==> src/rtl/video_timing_pkg.sv <==
// Shared timing constants and types for the video timing generator.
// Defaults describe 640x480@60 with negative sync polarity.
package video_timing_pkg;

  // 640x480@60 horizontal timing, in pixels
  localparam int unsigned DefHAddr  = 640;
  localparam int unsigned DefHFront = 16;
  localparam int unsigned DefHSync  = 96;
  localparam int unsigned DefHBack  = 48;

  // 640x480@60 vertical timing, in lines
  localparam int unsigned DefVAddr  = 480;
  localparam int unsigned DefVFront = 10;
  localparam int unsigned DefVSync  = 2;
  localparam int unsigned DefVBack  = 33;

  localparam bit SyncActiveLow  = 1'b0;
  localparam bit SyncActiveHigh = 1'b1;

  localparam int unsigned DefCw = 10;

  function automatic int unsigned timing_total(input int unsigned addr, input int unsigned front,
                                               input int unsigned sync, input int unsigned back);
    return addr + front + sync + back;
  endfunction

  localparam int unsigned DefHTotal = timing_total(DefHAddr, DefHFront, DefHSync, DefHBack);
  localparam int unsigned DefVTotal = timing_total(DefVAddr, DefVFront, DefVSync, DefVBack);

  // Single-bit outputs that are registered together so they stay aligned with hpos/vpos.
  typedef struct packed {
    logic hsync;
    logic vsync;
    logic display_on;
    logic line_start;
    logic frame_start;
    logic vblank_pending;
  } vtg_flags_t;

  function automatic vtg_flags_t vtg_reset_flags(input bit hsync_pol, input bit vsync_pol);
    vtg_flags_t f;
    f.hsync          = ~hsync_pol;
    f.vsync          = ~vsync_pol;
    f.display_on     = 1'b1;
    f.line_start     = 1'b0;
    f.frame_start    = 1'b0;
    f.vblank_pending = 1'b0;
    return f;
  endfunction

endpackage

==> src/rtl/wrap_counter.sv <==
// Enabled modulo counter: counts 0..Terminal, flags the wrap and exposes its next value
// so the owner can register decoded outputs in step with the count.
module wrap_counter #(
  parameter int unsigned Width    = 10,
  parameter int unsigned Terminal = 799
) (
  input  logic             clk,
  input  logic             rst_n,
  input  logic             en,
  output logic [Width-1:0] count,
  output logic [Width-1:0] count_next,
  output logic             wrap
);

  if (64'(Terminal) >= (64'd1 << Width)) begin : gen_bad_terminal
    $error("wrap_counter: Terminal does not fit in Width bits");
  end

  localparam logic [Width-1:0] TermVal = Width'(Terminal);

  logic [Width-1:0] count_q;

  assign wrap = en && (count_q == TermVal);

  always_comb begin
    count_next = count_q;
    if (wrap) begin
      count_next = '0;
    end else if (en) begin
      count_next = count_q + Width'(1);
    end
  end

  always_ff @(posedge clk or negedge rst_n) begin
    if (!rst_n) begin
      count_q <= '0;
    end else begin
      count_q <= count_next;
    end
  end

  assign count = count_q;

endmodule

==> src/rtl/video_timing_gen.sv <==
// Raster timing generator: pixel/line position, syncs, blanking and frame markers.
// Optional 16-bit frame counter enabled by defining VTG_FRAMECNT_EN.
module video_timing_gen
  import video_timing_pkg::*;
#(
  parameter int unsigned H_ADDR    = DefHAddr,
  parameter int unsigned H_FRONT   = DefHFront,
  parameter int unsigned H_SYNC    = DefHSync,
  parameter int unsigned H_BACK    = DefHBack,
  parameter int unsigned V_ADDR    = DefVAddr,
  parameter int unsigned V_FRONT   = DefVFront,
  parameter int unsigned V_SYNC    = DefVSync,
  parameter int unsigned V_BACK    = DefVBack,
  parameter bit          HSYNC_POL = SyncActiveLow,
  parameter bit          VSYNC_POL = SyncActiveLow,
  parameter int unsigned CW        = DefCw
) (
  input  logic          clk,
  input  logic          rst_n,
  input  logic          ce,
  input  logic          vblank_ack,
  output logic [CW-1:0] hpos,
  output logic [CW-1:0] vpos,
  output logic          hsync,
  output logic          vsync,
  output logic          display_on,
  output logic          line_start,
  output logic          frame_start,
  output logic          vblank_pending
`ifdef VTG_FRAMECNT_EN
  ,
  output logic [15:0]   frame_cnt
`endif
);

  localparam int unsigned HTotal = timing_total(H_ADDR, H_FRONT, H_SYNC, H_BACK);
  localparam int unsigned VTotal = timing_total(V_ADDR, V_FRONT, V_SYNC, V_BACK);
  localparam longint unsigned CountRange = 64'd1 << CW;

  if (64'(HTotal) > CountRange || 64'(VTotal) > CountRange) begin : gen_bad_total
    $error("video_timing_gen: H or V total exceeds 2**CW");
  end
  if (H_ADDR == 0 || H_FRONT == 0 || H_SYNC == 0 || H_BACK == 0 ||
      V_ADDR == 0 || V_FRONT == 0 || V_SYNC == 0 || V_BACK == 0) begin : gen_bad_field
    $error("video_timing_gen: every timing field must be non-zero");
  end

  localparam logic [CW-1:0] HAddrC     = CW'(H_ADDR);
  localparam logic [CW-1:0] HSyncFirst = CW'(H_ADDR + H_FRONT);
  localparam logic [CW-1:0] HSyncLast  = CW'(H_ADDR + H_FRONT + H_SYNC - 1);
  localparam logic [CW-1:0] VAddrC     = CW'(V_ADDR);
  localparam logic [CW-1:0] VSyncFirst = CW'(V_ADDR + V_FRONT);
  localparam logic [CW-1:0] VSyncLast  = CW'(V_ADDR + V_FRONT + V_SYNC - 1);

  localparam vtg_flags_t ResetFlags = vtg_reset_flags(HSYNC_POL, VSYNC_POL);

  logic [CW-1:0] hpos_next, vpos_next;
  logic          h_wrap, v_wrap;

  wrap_counter #(
    .Width    (CW),
    .Terminal (HTotal - 1)
  ) u_hcnt (
    .clk        (clk),
    .rst_n      (rst_n),
    .en         (ce),
    .count      (hpos),
    .count_next (hpos_next),
    .wrap       (h_wrap)
  );

  // h_wrap already carries ce, so the line counter only steps on a qualified wrap.
  wrap_counter #(
    .Width    (CW),
    .Terminal (VTotal - 1)
  ) u_vcnt (
    .clk        (clk),
    .rst_n      (rst_n),
    .en         (h_wrap),
    .count      (vpos),
    .count_next (vpos_next),
    .wrap       (v_wrap)
  );

  vtg_flags_t flags_d, flags_q;
  logic       vblank_set;

  // Decoding from the counters' next values lets the registered flags land in the same
  // cycle as the position they describe.
  assign vblank_set = h_wrap && (vpos_next == VAddrC);

  always_comb begin
    flags_d = flags_q;
    flags_d.hsync = (hpos_next >= HSyncFirst && hpos_next <= HSyncLast) ? HSYNC_POL
                                                                        : ~HSYNC_POL;
    flags_d.vsync = (vpos_next >= VSyncFirst && vpos_next <= VSyncLast) ? VSYNC_POL
                                                                        : ~VSYNC_POL;
    flags_d.display_on     = (hpos_next < HAddrC) && (vpos_next < VAddrC);
    flags_d.line_start     = h_wrap;
    flags_d.frame_start    = v_wrap;
    // A set coinciding with an ack wins.
    flags_d.vblank_pending = vblank_set | (flags_q.vblank_pending & ~vblank_ack);
  end

  always_ff @(posedge clk or negedge rst_n) begin
    if (!rst_n) begin
      flags_q <= ResetFlags;
    end else begin
      flags_q <= flags_d;
    end
  end

  assign hsync          = flags_q.hsync;
  assign vsync          = flags_q.vsync;
  assign display_on     = flags_q.display_on;
  assign line_start     = flags_q.line_start;
  assign frame_start    = flags_q.frame_start;
  assign vblank_pending = flags_q.vblank_pending;

`ifdef VTG_FRAMECNT_EN
  logic [15:0] frame_cnt_q;

  always_ff @(posedge clk or negedge rst_n) begin
    if (!rst_n) begin
      frame_cnt_q <= '0;
    end else if (v_wrap) begin
      frame_cnt_q <= frame_cnt_q + 16'd1;
    end
  end

  assign frame_cnt = frame_cnt_q;
`endif

endmodule

==> config.mk <==
export PLATFORM = sky130hd
export DESIGN_NAME = video_timing_gen
export DESIGN_NICKNAME = d
export VERILOG_FILES = /design/src/rtl/video_timing_pkg.sv /design/src/rtl/wrap_counter.sv /design/src/rtl/video_timing_gen.sv
export SDC_FILE = /design/constraint.sdc
export NUM_CORES = 1
export LEC_CHECK = 0
export CAP_MARGIN = 5
export CORE_UTILIZATION = 35
export DETAILED_ROUTE_END_ITERATION = 8
export PLACE_DENSITY_LB_ADDON = 0.2
export SETUP_SLACK_MARGIN = 0.5
export SLEW_MARGIN = 20
export SYNTH_ARGS = -nofsm -noshare
export SYNTH_HDL_FRONTEND = slang
export SYNTH_HIERARCHICAL = 1
export SYNTH_SLANG_ARGS = --single-unit
==> constraint.sdc <==
create_clock -name clk -period 3.3 [get_ports clk]
set_input_delay 0.33 -clock clk [delete_from_list [all_inputs] [get_ports clk]]
set_output_delay 0.33 -clock clk [all_outputs]
set_load 0.01 [all_outputs]
# Word-level counts from Yosys, hierarchy flattened
# Cells that the tools add are included.
# Widths: inputs -> output; s select.
[totals]
ff_bits = 26
inputBits = 4
out_inout_bits = 26
wordCells = 34
[op_classes]
n_addsub = 2
order_cmp = 6
eq_ne = 3
muxes = 6
bitwise_logic = 3
n_reduce_logical = 6
[op_table]
columns = ["operator", "count"]
rows = [
  ["$mux 10", 4],
  ["$add 10x1->10 const B", 2],
  ["$eq 10x10->1 const B", 2],
  ["$eq 10x9->1 const B", 1],
  ["$ge 10x10->1 const B", 1],
  ["$ge 10x9->1 const B", 1],
  ["$le 10x10->1 const B", 1],
  ["$le 10x9->1 const B", 1],
  ["$lt 10x10->1 const B", 1],
  ["$lt 10x9->1 const B", 1],
  ["$logic_and 1x1->1", 6],
  ["$mux 1", 2],
  ["$and 1x1->1", 1],
  ["$not 1->1", 1],
  ["$or 1x1->1", 1],
]

# Longest topological paths before layout
[depth]
ltp_word = 7
depth_mapped = 11
ltp_nobuf = 7

# Modules after synthesis
# The synthesis kept the hierarchy.
[by_module_without_submodules]
columns = ["module", "n_inst", "cells_per_inst", "area_per_inst_um2", "seq_area_each_um2"]
rows = [
  ["wrap_counter at u_hcnt", 1, 48, 519.2, 250.2],
  ["wrap_counter at u_vcnt", 1, 48, 509.2, 250.2],
  ["video_timing_gen", 1, 18, 231.5, 153.9],
]

# Worst setup path after synthesis
# Ideal clock, no wire load.
[synth_timing]
kind = "reg2reg"
start = "register u_hcnt.count_q[2] (netlist: u_hcnt/count[2])"
end = "register flags_q, in the netlist vblank_pending"
setup_time_ns = 0.122
t_arrival_ns = 2.332
required_time_ns = 3.178
slack_ns = 0.846
stages_incl_launch_ff = 10
path_buffers = 2
period_less_slack_ns = 2.454
cell_sequence = "dfrtp_1 > and4_2 > and4_1 > buf_2 > buf_2 > nand4_1 > or4_4 > a21oi_2 > nor3_1 > a32o_1"
[synth_lines]
columns = ["element", "line", "rtl"]
rows = [
  ["from (decl)", "wrap_counter.sv:21", "logic [Width-1:0] count_q;"],
  ["from (signal assigned)", "wrap_counter.sv:38", "count_q <= count_next;"],
  ["to (signal assigned)", "video_timing_gen.sv:107", "flags_q <= ResetFlags;"],
  ["to (signal assigned)", "video_timing_gen.sv:109", "flags_q <= flags_d;"],
  ["to (decl)", "video_timing_gen.sv:85", "vtg_flags_t flags_d, flags_q;"],
]

==> implementation parameters <==
Parameter                              Value

GRT
  Remaining Overflow, GRT    0
  Total global-route track usage    0.1540
  Largest net degree at the start of global routing    27
  Vias in the first global route    917
  Wire length of the first global-routing pass    4.257 mm
  Antenna violations before repair    0

Final layout
  Area occupied by registers    654.4 sq um
  Final net count    155
  Share of post-route cells with drive strength above 1    0.1293
  Post-layout instance count excluding filler cells    193
  Final instance area    0.001649 sq mm
  Total of fill cells in the finished design    305
  Number of inserted diodes    0
  Area used by multi-input combinational logic    571.8 sq um
  Layout-stage area growth over the synthesis result    30.88%

Timing
  Final Slew Violations    0
  Max frequency    0.3872 GHz
  Worst hold slack after final layout    516.6 ps
  Setup repair after global routing missed its margin    false
  Count of endpoints failing hold in the final timing report    0
  Period utilisation layout    0.7826
  Setup TNS Final    0 ps
  Finish-stage setup viols    0
  Slew at the pin with the worst max-slew slack    562.1 ps
  Relative slew margins    0.6253
  Crit path time final    2583 ps
  Final clock skew    2.664 ps

Clock tree
  Number of buffers added by the clock tree synthesis step    3
  Clock transition at the registers of the reported paths    140 ps
  Number of buffers added for setup after CTS    0
  Insertion delay to the later sink of the worst-skew pair    320 ps
  Root cell of the clock tree    sky130_fd_sc_hd__clkbuf_4
  Clk buf depth    2
  Total clock sinks    26
  Clock tree from TritonCTS    done
  H-tree depth reported by CTS    1

Place
  Routability congestion estimate    0.7884
  DP Cell Count    188
  Post-DP HPWL    1.889 mm
  Buffers added on ports    29
  Post-place instance area    0.001608 sq mm

Floorplanning
  Core box area    0.003390 sq mm
  Die height    62 um
  Starting density of the core    0.3717
  Overall die width    62 um
  Area enclosed by the die boundary    0.003844 sq mm
  Number of primary I/O pins    30
  Rows    21

Status
  Status    complete, no violations

Critical path
  CP Cell Sequence    nor3b_1 > and4_1 > nand4_1 > or4_4 > a21oi_2 > nor3_1 > a32o_1
  Critical Path Stages    7
  Data required time of the critical path    3530 ps
  Crit Path Max Fanout    10
  Critical Setup Path Class    flop to flop
  Maximum single-stage delay on the critical path    520 ps
  CP delay by family, top    simple AND/OR/NAND/NOR gates
  Crit path DAT    2810 ps
  Master of the slowest instance on the critical path    sky130_fd_sc_hd__or4_4
  Kind of start point of the critical path    flop
  Critical path buffers and inverters    0
  Critical path endpoint category    flop
  Number of cells on the worst reg-to-reg path    7

Synthesis
  Basic-gate share of the synthesized area counting and, or, nand and nor cells    0.2463
  Register bit count reported by yosys    26
  Synth area leaders    sky130_fd_sc_hd__dfrtp_1 (46%), sky130_fd_sc_hd__dfstp_2 (6.3%), sky130_fd_sc_hd__xor2_1 (5.6%)
  Number of nets produced by synthesis    121
  Portion of netlist area occupied by mux cells    0.01589
  Cell type with the largest total area after synthesis    sky130_fd_sc_hd__dfrtp_1
  Unique masters post-synth    35
  Synth Cell Area    0.001260 sq mm
  Average cell area after synthesis    11.05 sq um
  Synth Area in Adders    0.02979
  Proportion of netlist area held by the largest area contributor    0.4568
  Dominant combinational cell family by area after synthesis    simple AND/OR/NAND/NOR gates
  Compound-Gate Fraction of Synth Area    0.06455
  Share of the yosys chip area belonging to registers    0.5194
  Count of warnings emitted by yosys    6
  XOR/XNOR share of the synthesized area    0.09732
  Cells after Synth    114

Routing
  DR vias/cell    5.073
  Number of nets with antenna violations after routing    0
  Sum of routed wire length over all layers    2.639 mm
  Count of TritonRoute iterations in the first routing pass    4
  DRT iter0 DRCs    19
  Remaining design rule violation count    0
  WL per Instance    13.67 um
  Via count    979

Power and ir drop
  Static power due to leakage    0.7222 nW
  Cell Pwr Density    488.1 mW/mm^2
  Max rail drop VDD    0.2647 mV

Hold path
  HP Class    input port to async pin

Run
  Count of maximum capacitance violations    0
[worst paths after layout]
path | from | endpoint | slack (ps)
worst max register to register | u_hcnt/count[7] | vblank_pending | 720
worst min-delay path | rst_n | u_hcnt/count[7] | 520
worst min register to register | vblank_pending | vblank_pending | 550
min in group clk | vblank_pending | vblank_pending | 550
worst max-delay path | u_hcnt/count[7] | vblank_pending | 720
max in group asynchronous | rst_n | vsync | 2410
[worst register-to-register path: stages (launching register included)]
cell and delay (ps):
sky130_fd_sc_hd__dfrtp_1 470, sky130_fd_sc_hd__nor3b_1 300, sky130_fd_sc_hd__and4_1 450, sky130_fd_sc_hd__nand4_1 220, sky130_fd_sc_hd__or4_4 520, sky130_fd_sc_hd__a21oi_2 190
sky130_fd_sc_hd__nor3_1 80, sky130_fd_sc_hd__a32o_1 250
[logic make-up after synthesis]
logic type	Yosys count
AO/OA/AOI/OAI	11
XOR/XNOR	14
adder cells (fa/ha/maj)	3
buffers and inverters	7
flip-flops	26
multiplexers	2
AND/OR/NAND/NOR	51
[cell usage after synthesis]
master                     number
sky130_fd_sc_hd__a211o_1        1
sky130_fd_sc_hd__a21oi_1        2
sky130_fd_sc_hd__a21oi_2        2
sky130_fd_sc_hd__a32o_1         1
sky130_fd_sc_hd__and3_1         3
sky130_fd_sc_hd__and4_1         2
sky130_fd_sc_hd__and4_2         1
sky130_fd_sc_hd__and4b_1        1
sky130_fd_sc_hd__buf_2          3
sky130_fd_sc_hd__buf_4          1
sky130_fd_sc_hd__dfrtp_1       23
sky130_fd_sc_hd__dfstp_2        3
sky130_fd_sc_hd__ha_1           3
sky130_fd_sc_hd__inv_1          3
sky130_fd_sc_hd__mux2i_1        2
sky130_fd_sc_hd__nand2_1        8
sky130_fd_sc_hd__nand3_1        1
sky130_fd_sc_hd__nand4_1        9
sky130_fd_sc_hd__nand4_2        2
sky130_fd_sc_hd__nor2_1        11
sky130_fd_sc_hd__nor2b_1        1
sky130_fd_sc_hd__nor3_1         4
sky130_fd_sc_hd__nor3b_1        1
sky130_fd_sc_hd__nor4_1         1
sky130_fd_sc_hd__nor4b_1        1
sky130_fd_sc_hd__nor4bb_1       1
sky130_fd_sc_hd__o211ai_1       1
sky130_fd_sc_hd__o21a_1         1
sky130_fd_sc_hd__o21ai_0        1
sky130_fd_sc_hd__o31ai_1        2
sky130_fd_sc_hd__or3_2          1
sky130_fd_sc_hd__or4_1          1
sky130_fd_sc_hd__or4_4          2
sky130_fd_sc_hd__xnor2_1        6
sky130_fd_sc_hd__xor2_1         8
[final cells by class]
type | count | area share
inverters | 3 | 0.006829
flip-flops and latches | 26 | 0.3968
repair buffers | 33 | 0.1927
well taps | 46 | 0.03490
multi-input cells | 81 | 0.3467
clock buffers | 4 | 0.02200
[stage by stage]
stage | util | setup WS, ps | total power (W)
2_1_floorplan | - | 846.2 | 0.0005290
3_3_place_gp | 0.4743 | 553.5 | 0.0006446
3_5_place_dp | 0.4743 | 443.7 | 0.0006479
4_1_cts | 0.4851 | 738.1 | 0.0008140
5_1_grt | 0.4865 | 560.1 | 0.0008636
6_report | 0.4865 | 717.3 | 0.0008049
[repair_timing]
item                      CTS  global route
hold buffers                0             1
hold endpoints to repair    0            20
resized for setup           0             0
[registers in the layout, indices dropped and copies added, names as in the netlist]
signal and flops:
u_hcnt/count 10, u_vcnt/count 10, display_on 1, frame_start 1, hsync 1, line_start 1
vblank_pending 1, vsync 1
[where the power goes]
group	internal, W	switching, W	total [W]
logic	0.000119	0.0000940	0.000213
registers	0.000360	0.0000683	0.000428
clock network	0.0000674	0.0000964	0.000164
total	0.000546	0.000259	0.000805
[placed cells by master (no fill, tap or decap), types with 2 or more instances in the layout]
| master | Yosys | final |
|---|---|---|
| sky130_fd_sc_hd__ha_1 | 3 | 3 |
| sky130_fd_sc_hd__xor2_1 | 8 | 8 |
| sky130_fd_sc_hd__nand4_2 | 2 | 2 |
| sky130_fd_sc_hd__clkbuf_4 | 0 | 3 |
| sky130_fd_sc_hd__xnor2_1 | 6 | 6 |
| sky130_fd_sc_hd__inv_1 | 3 | 3 |
| sky130_fd_sc_hd__clkdlybuf4s50_1 | 0 | 28 |
| sky130_fd_sc_hd__and3_1 | 3 | 3 |
| sky130_fd_sc_hd__nor3_1 | 4 | 4 |
| sky130_fd_sc_hd__a21oi_2 | 2 | 2 |
| sky130_fd_sc_hd__nand2_1 | 8 | 8 |
| sky130_fd_sc_hd__and4_1 | 2 | 2 |
| sky130_fd_sc_hd__or4_4 | 2 | 2 |
| sky130_fd_sc_hd__dfrtp_1 | 23 | 23 |
| sky130_fd_sc_hd__dfstp_2 | 3 | 3 |
| sky130_fd_sc_hd__buf_4 | 1 | 3 |
| sky130_fd_sc_hd__nor2_1 | 11 | 11 |
| sky130_fd_sc_hd__nand4_1 | 9 | 9 |
| sky130_fd_sc_hd__o31ai_1 | 2 | 2 |
| sky130_fd_sc_hd__a21oi_1 | 2 | 2 |
| sky130_fd_sc_hd__mux2i_1 | 2 | 2 |
[routing by layer]
layer | vias up | global-route usage | wire length, um
met1 | 469 | 0.2137 | 1294
li1 | 481 | - | -
met5 | - | 0 | 0
met2 | 27 | 0.2371 | 1210
met4 | 0 | 0.06349 | 21
met3 | 2 | 0.02692 | 113
No activity file was read; power rests on OpenSTA's default activity.
==> variant 1 (same settings) <==
`DefCw`: 10 -> 12.
--- a/src/rtl/video_timing_pkg.sv
+++ b/src/rtl/video_timing_pkg.sv
@@ -17,7 +17,7 @@
   localparam bit SyncActiveLow  = 1'b0;
   localparam bit SyncActiveHigh = 1'b1;
 
-  localparam int unsigned DefCw = 10;
+  localparam int unsigned DefCw = 12;
 
   function automatic int unsigned timing_total(input int unsigned addr, input int unsigned front,
                                                input int unsigned sync, input int unsigned back);
Interface: changed (resized hpos and vpos); port bits go from 30 to 34. No check against the original RTL was run, so the function may have changed too.
==> variant 1 against the unedited design <==
Power is 28% higher; wire length grew 27%; largest power group unchanged; sequential cell count rose by 4; maximum frequency shrank 1.0%; synthesized area rose by 20%; design area up 23%; global-route usage is 1.4 points higher; worst setup slack got worse by 0.027 ns; synthesized cell count increased by 18%; die area up 19%; clock skew up 0.0059 ns; critical endpoint unchanged; hold slack got worse by 0.078 ns; count of clock-buffer cells in the layout up 3.
==> variant 1: results (changes against the unedited design) <==
[critical_path]
cp_max_fo=5  ; -5
cp.required_ns=3.47  ; -0.06 ns
reg2reg_depth=8  ; +1
reg2reg_slack_ns=0.69  ; -0.03 ns
cpPeakStageDelay_ns=0.56  ; +0.04 ns
crit_start=u_hcnt/count[6]$_DFF_PN0_

[synth]
yosysUniqueCellTypes=37  ; +5.7%
synth-seq-area-share_pct=49.83  ; -2.1 points
synthAdderAreaFrac_pct=2.479  ; -0.50 points
synth_area_leaders=dfrtp_1 45%, xor2_1 5.8%, dfstp_2 5.2%, xnor2_1 4.6%, nand4_1 3.7%
syn_avg_cell_area_um2=11.21  ; +1.5%
synth_compound_area_share_pct=5.124  ; -1.3 points
synth_xor_area_share_pct=10.41  ; +0.68 points

[outcome]
status=completed

[sta]
hold_slack_ns=0.4389  ; -0.07775 ns
maxSlewHeadroom_pct=73.02  ; +10 points
min_period_ns=2.610  ; +0.02694 ns

[routing]
first_iter_violations=58  ; +39
wl_met2_mm=1.597  ; +32%
m1WireLength_mm=1.591  ; +23%
post_drt_wl_per_cell_um=14.75  ; +7.9%
wl_mm=3.349  ; +27%
top_layer=met4
route.vias.total=1174  ; +20%

[placement]
place_area_um2=1916  ; +19%
globalplace.congestion=0.8548  ; +8.4%
placed_cells=218  ; +16%
dp_hpwl_mm=2.429  ; +29%
portBuffers=33  ; +14%
post-place-ws_ns=0.2745  ; -0.1692 ns

[grt]
grt_pass1_wl_mm=5.520  ; +30%
grt_pass1_vias=1143  ; +25%
grt_max_degree=31  ; +15%

[pwr]
p_leak_uw=0.0008639  ; +20%
ir_worst_vdd_mv=0.3269  ; +24%

[cells_and_area]
nets=183  ; +18%
drive_above_1_share_pct=15.25  ; +2.3 points

[clock_tree]
htree_levels=2  ; +1
clk_latency_ns=0.29  ; -0.03 ns
clk_pin_slew_worst_paths_ns=0.07  ; -0.07 ns
cts_buffers=5  ; +2

variant 1: logic make-up after synthesis:
family,Yosys count
buffers and inverters,11
xor gates and xnor gates,18
DFF,30
AOI/OAI and AO/OA,10
adders and majority gates,3
and+or+nand+nor,61
muxes,2
variant 1: layout make-up:
cell class	instances	area [um^2]	area share, %
inverter	8	30.03	1.481
tap	50	62.56	3.085
clock buffer	7	86.33	4.257
multi-input combinational	94	726.9	35.84
sequential	30	754.5	37.20
clock inverter	1	5.005	0.2468
timing repair buffer	37	362.8	17.89
variant 1: power breakdown:
group          internal [uW]  switching [uW]
Combinational            129             121
Clock                    168             135
Sequential               410            63.4
variant 1: layer usage:
layer  vias up  global-route usage [%]
met5         -                       0
met2        19                   24.75
li1        567                       -
met1       583                   23.05
met3         5                   5.574
met4         0                   5.469
variant 1: timing repair:
item | 4_1_cts | 5_1_grt
setup endpoints to repair | 1 | 2
setup buffers | 1 | 0
pin swaps | 2 | 1
gates resized for setup | 2 | 1
==> variant 2 (same settings) <==
Made on the original files. Register the output `vsync`, with the module's reset; this adds one clock of latency there. The other outputs are not delayed to match.
--- a/src/rtl/video_timing_gen.sv
+++ b/src/rtl/video_timing_gen.sv
@@ -36,6 +36,8 @@
   localparam int unsigned HTotal = timing_total(H_ADDR, H_FRONT, H_SYNC, H_BACK);
   localparam int unsigned VTotal = timing_total(V_ADDR, V_FRONT, V_SYNC, V_BACK);
   localparam longint unsigned CountRange = 64'd1 << CW;
+
+  logic vsync_d;
 
   if (64'(HTotal) > CountRange || 64'(VTotal) > CountRange) begin : gen_bad_total
     $error("video_timing_gen: H or V total exceeds 2**CW");
@@ -111,7 +113,7 @@
   end
 
   assign hsync          = flags_q.hsync;
-  assign vsync          = flags_q.vsync;
+  assign vsync_d        = flags_q.vsync;
   assign display_on     = flags_q.display_on;
   assign line_start     = flags_q.line_start;
   assign frame_start    = flags_q.frame_start;
@@ -131,5 +133,13 @@
   assign frame_cnt = frame_cnt_q;
 `endif
 
+  always_ff @(posedge clk or negedge rst_n) begin
+    if (!rst_n) begin
+      vsync <= '0;
+    end else begin
+      vsync <= vsync_d;
+    end
+  end
+
 endmodule
 
Check against the original RTL: not equivalent (a bounded check fails within 4 cycles, from zero or initial values and one cycle with rst_n low).
==> variant 2 against the unedited design <==
Design area grew 1.3%; power shrank 1.1%; first-iteration DRC count grew 140%; via count grew 2.3%; clock power shrank 13%; die area grew 1.9%; sequential cell count grew 1; wire length shrank 2.4%; worst setup slack gained 0.028 ns; synthesized area grew 2.0%; count of clock-buffer cells in the layout shrank 1; global-route usage shrank 1.8 points.
==> variant 2: results (changes against the unedited design) <==
[pwr]
ir_worst_vdd_mv=0.3942  ; +49%
p_leak_uw=0.0007245  ; +0.32%

[clock_tree]
clk_latency_ns=0.32  ; about the same
cts_buffers=3  ; unchanged
post_cts_buffers=0  ; unchanged
clk_path_buf_depth=2  ; unchanged
cts-resized-gates=0  ; unchanged
htree_levels=1  ; unchanged
clk_pin_slew_worst_paths_ns=0.15

[synth]
synth_nets=122  ; +0.83%
synth_area_leaders=dfrtp_1 47%, dfstp_2 6.1%, xor2_1 5.5%, nand4_1 4.4%, xnor2_1 4.1%
synth_top_cells_by_count=24 x dfrtp_1, 11 x nor2_1, 9 x nand4_1, 8 x nand2_1, 8 x xor2_1
yosysUniqueCellTypes=35  ; unchanged
synth-seq-area-share_pct=52.87  ; +0.94 points
synth_edf_count=0  ; unchanged
synthArstFlopShare_pct=100.0  ; unchanged

[cells_and_area]
nets=156  ; +0.65%
drive_above_1_share_pct=12.84  ; -0.087 points

[routing]
viasPerCell=5.165  ; +1.8%
first_iter_violations=45  ; +26
wl_mm=2.575  ; -2.4%

[critical_path]
cp_max_fo=9  ; -1
critical-path-slowest-cell=or4_4
cpPeakStageDelay_ns=0.52  ; about the same
cp_data_arrival_time_ns=2.79  ; -0.02 ns

[grt]
grt_pass1_wl_mm=4.312  ; +1.3%
grt_use_total_pct=13.62  ; -1.8 points
grt_pass1_vias=948  ; +3.4%
grt_max_degree=28  ; +3.7%

[placement]
post-place-ws_ns=0.4993  ; +0.05554 ns
globalplace.congestion=0.8339  ; +5.8%
dp_hpwl_mm=1.886  ; -0.15%
portBuffers=29  ; unchanged

[sta]
maxSlewHeadroom_pct=78.05  ; +16 points
clock_skew_ns=0.01038  ; +0.007719 ns

[outcome]
status=completed

[min_path]
hold_class=in2async

-- variant 2: cell count changes after synthesis --
cell | unedited run | this run
dfrtp_1 | 23 | 24
-- variant 2: critical path, delay by kind of cell, from the launching register on --
family	cells	cell delay, ns
AOI/OAI and AO/OA	2	0.44
and+or+nand+nor	5	1.55
DFF	1	0.47
-- variant 2: area by class of cell --
class                           count  area, um^2
Fill cell                         341        1745
Clock buffer                        3       22.52
Timing Repair Buffer               33       320.3
Sequential cell                    27       679.4
Multi-Input combinational cell     81       571.8
Clock inverter                      1       7.507
Tap cell                           46       57.56
Inverter                            3       11.26
-- variant 2: stage by stage --
stage               area [um^2]  std cells  utilization (%)  hold slack, ns
finish                     1670        194            48.90          0.3614
global route               1670        194            48.90          0.3761
CTS                        1670        194            48.90          0.3754
detailed placement         1640        190            48.02          0.3823
global placement           1640        190            48.02          0.3806
floorplan                  1285        115                -         0.03441
-- variant 2: where the power goes --
part / total (uW) / switching, uW / internal, uW / leakage (uW)
Sequential: 441 / 68.5 / 372 / 0.000350
Combinational: 213 / 93.2 / 119 / 0.000361
Clock: 143 / 96.8 / 46.2 / 0.0000139
Total: 796 / 259 / 538 / 0.000724
-- variant 2: per-layer routing --
| metal | vias up | global-route usage [%] | part of all wire, % |
|---|---|---|---|
| li1 | 481 | - | - |
| met1 | 491 | 18.33 | 49 |
| met2 | 28 | 22.28 | 46 |
| met3 | 2 | 2.737 | 4.7 |
| met4 | 0 | 3.488 | 0.97 |
| met5 | - | 0 | 0 |
-- variant 2: cells by family after synthesis --
family	synth area share, %
adder cells (fa/ha/maj)	2.921
multiplexers	1.558
XOR/XNOR	9.543
AO/OA/AOI/OAI	6.329
flip-flops	52.87
buffers and inverters	2.629
AND/OR/NAND/NOR	24.15
-- variant 2: path summary, 6_finish.rpt --
path                                           start                         to  slack (ns)
setup reg to reg           u_hcnt/count[7]$_DFF_PN0_   vblank_pending$_DFF_PN0_        0.74
min in group clk                   vsync_d$_DFF_PN1_            vsync$_DFF_PN0_        0.40
hold / removal                                 rst_n  u_vcnt/count[0]$_DFF_PN0_        0.36
setup / recovery           u_hcnt/count[7]$_DFF_PN0_   vblank_pending$_DFF_PN0_        0.74
max in group asynchronous                      rst_n          vsync_d$_DFF_PN1_        2.64
hold reg to reg                    vsync_d$_DFF_PN1_            vsync$_DFF_PN0_        0.40
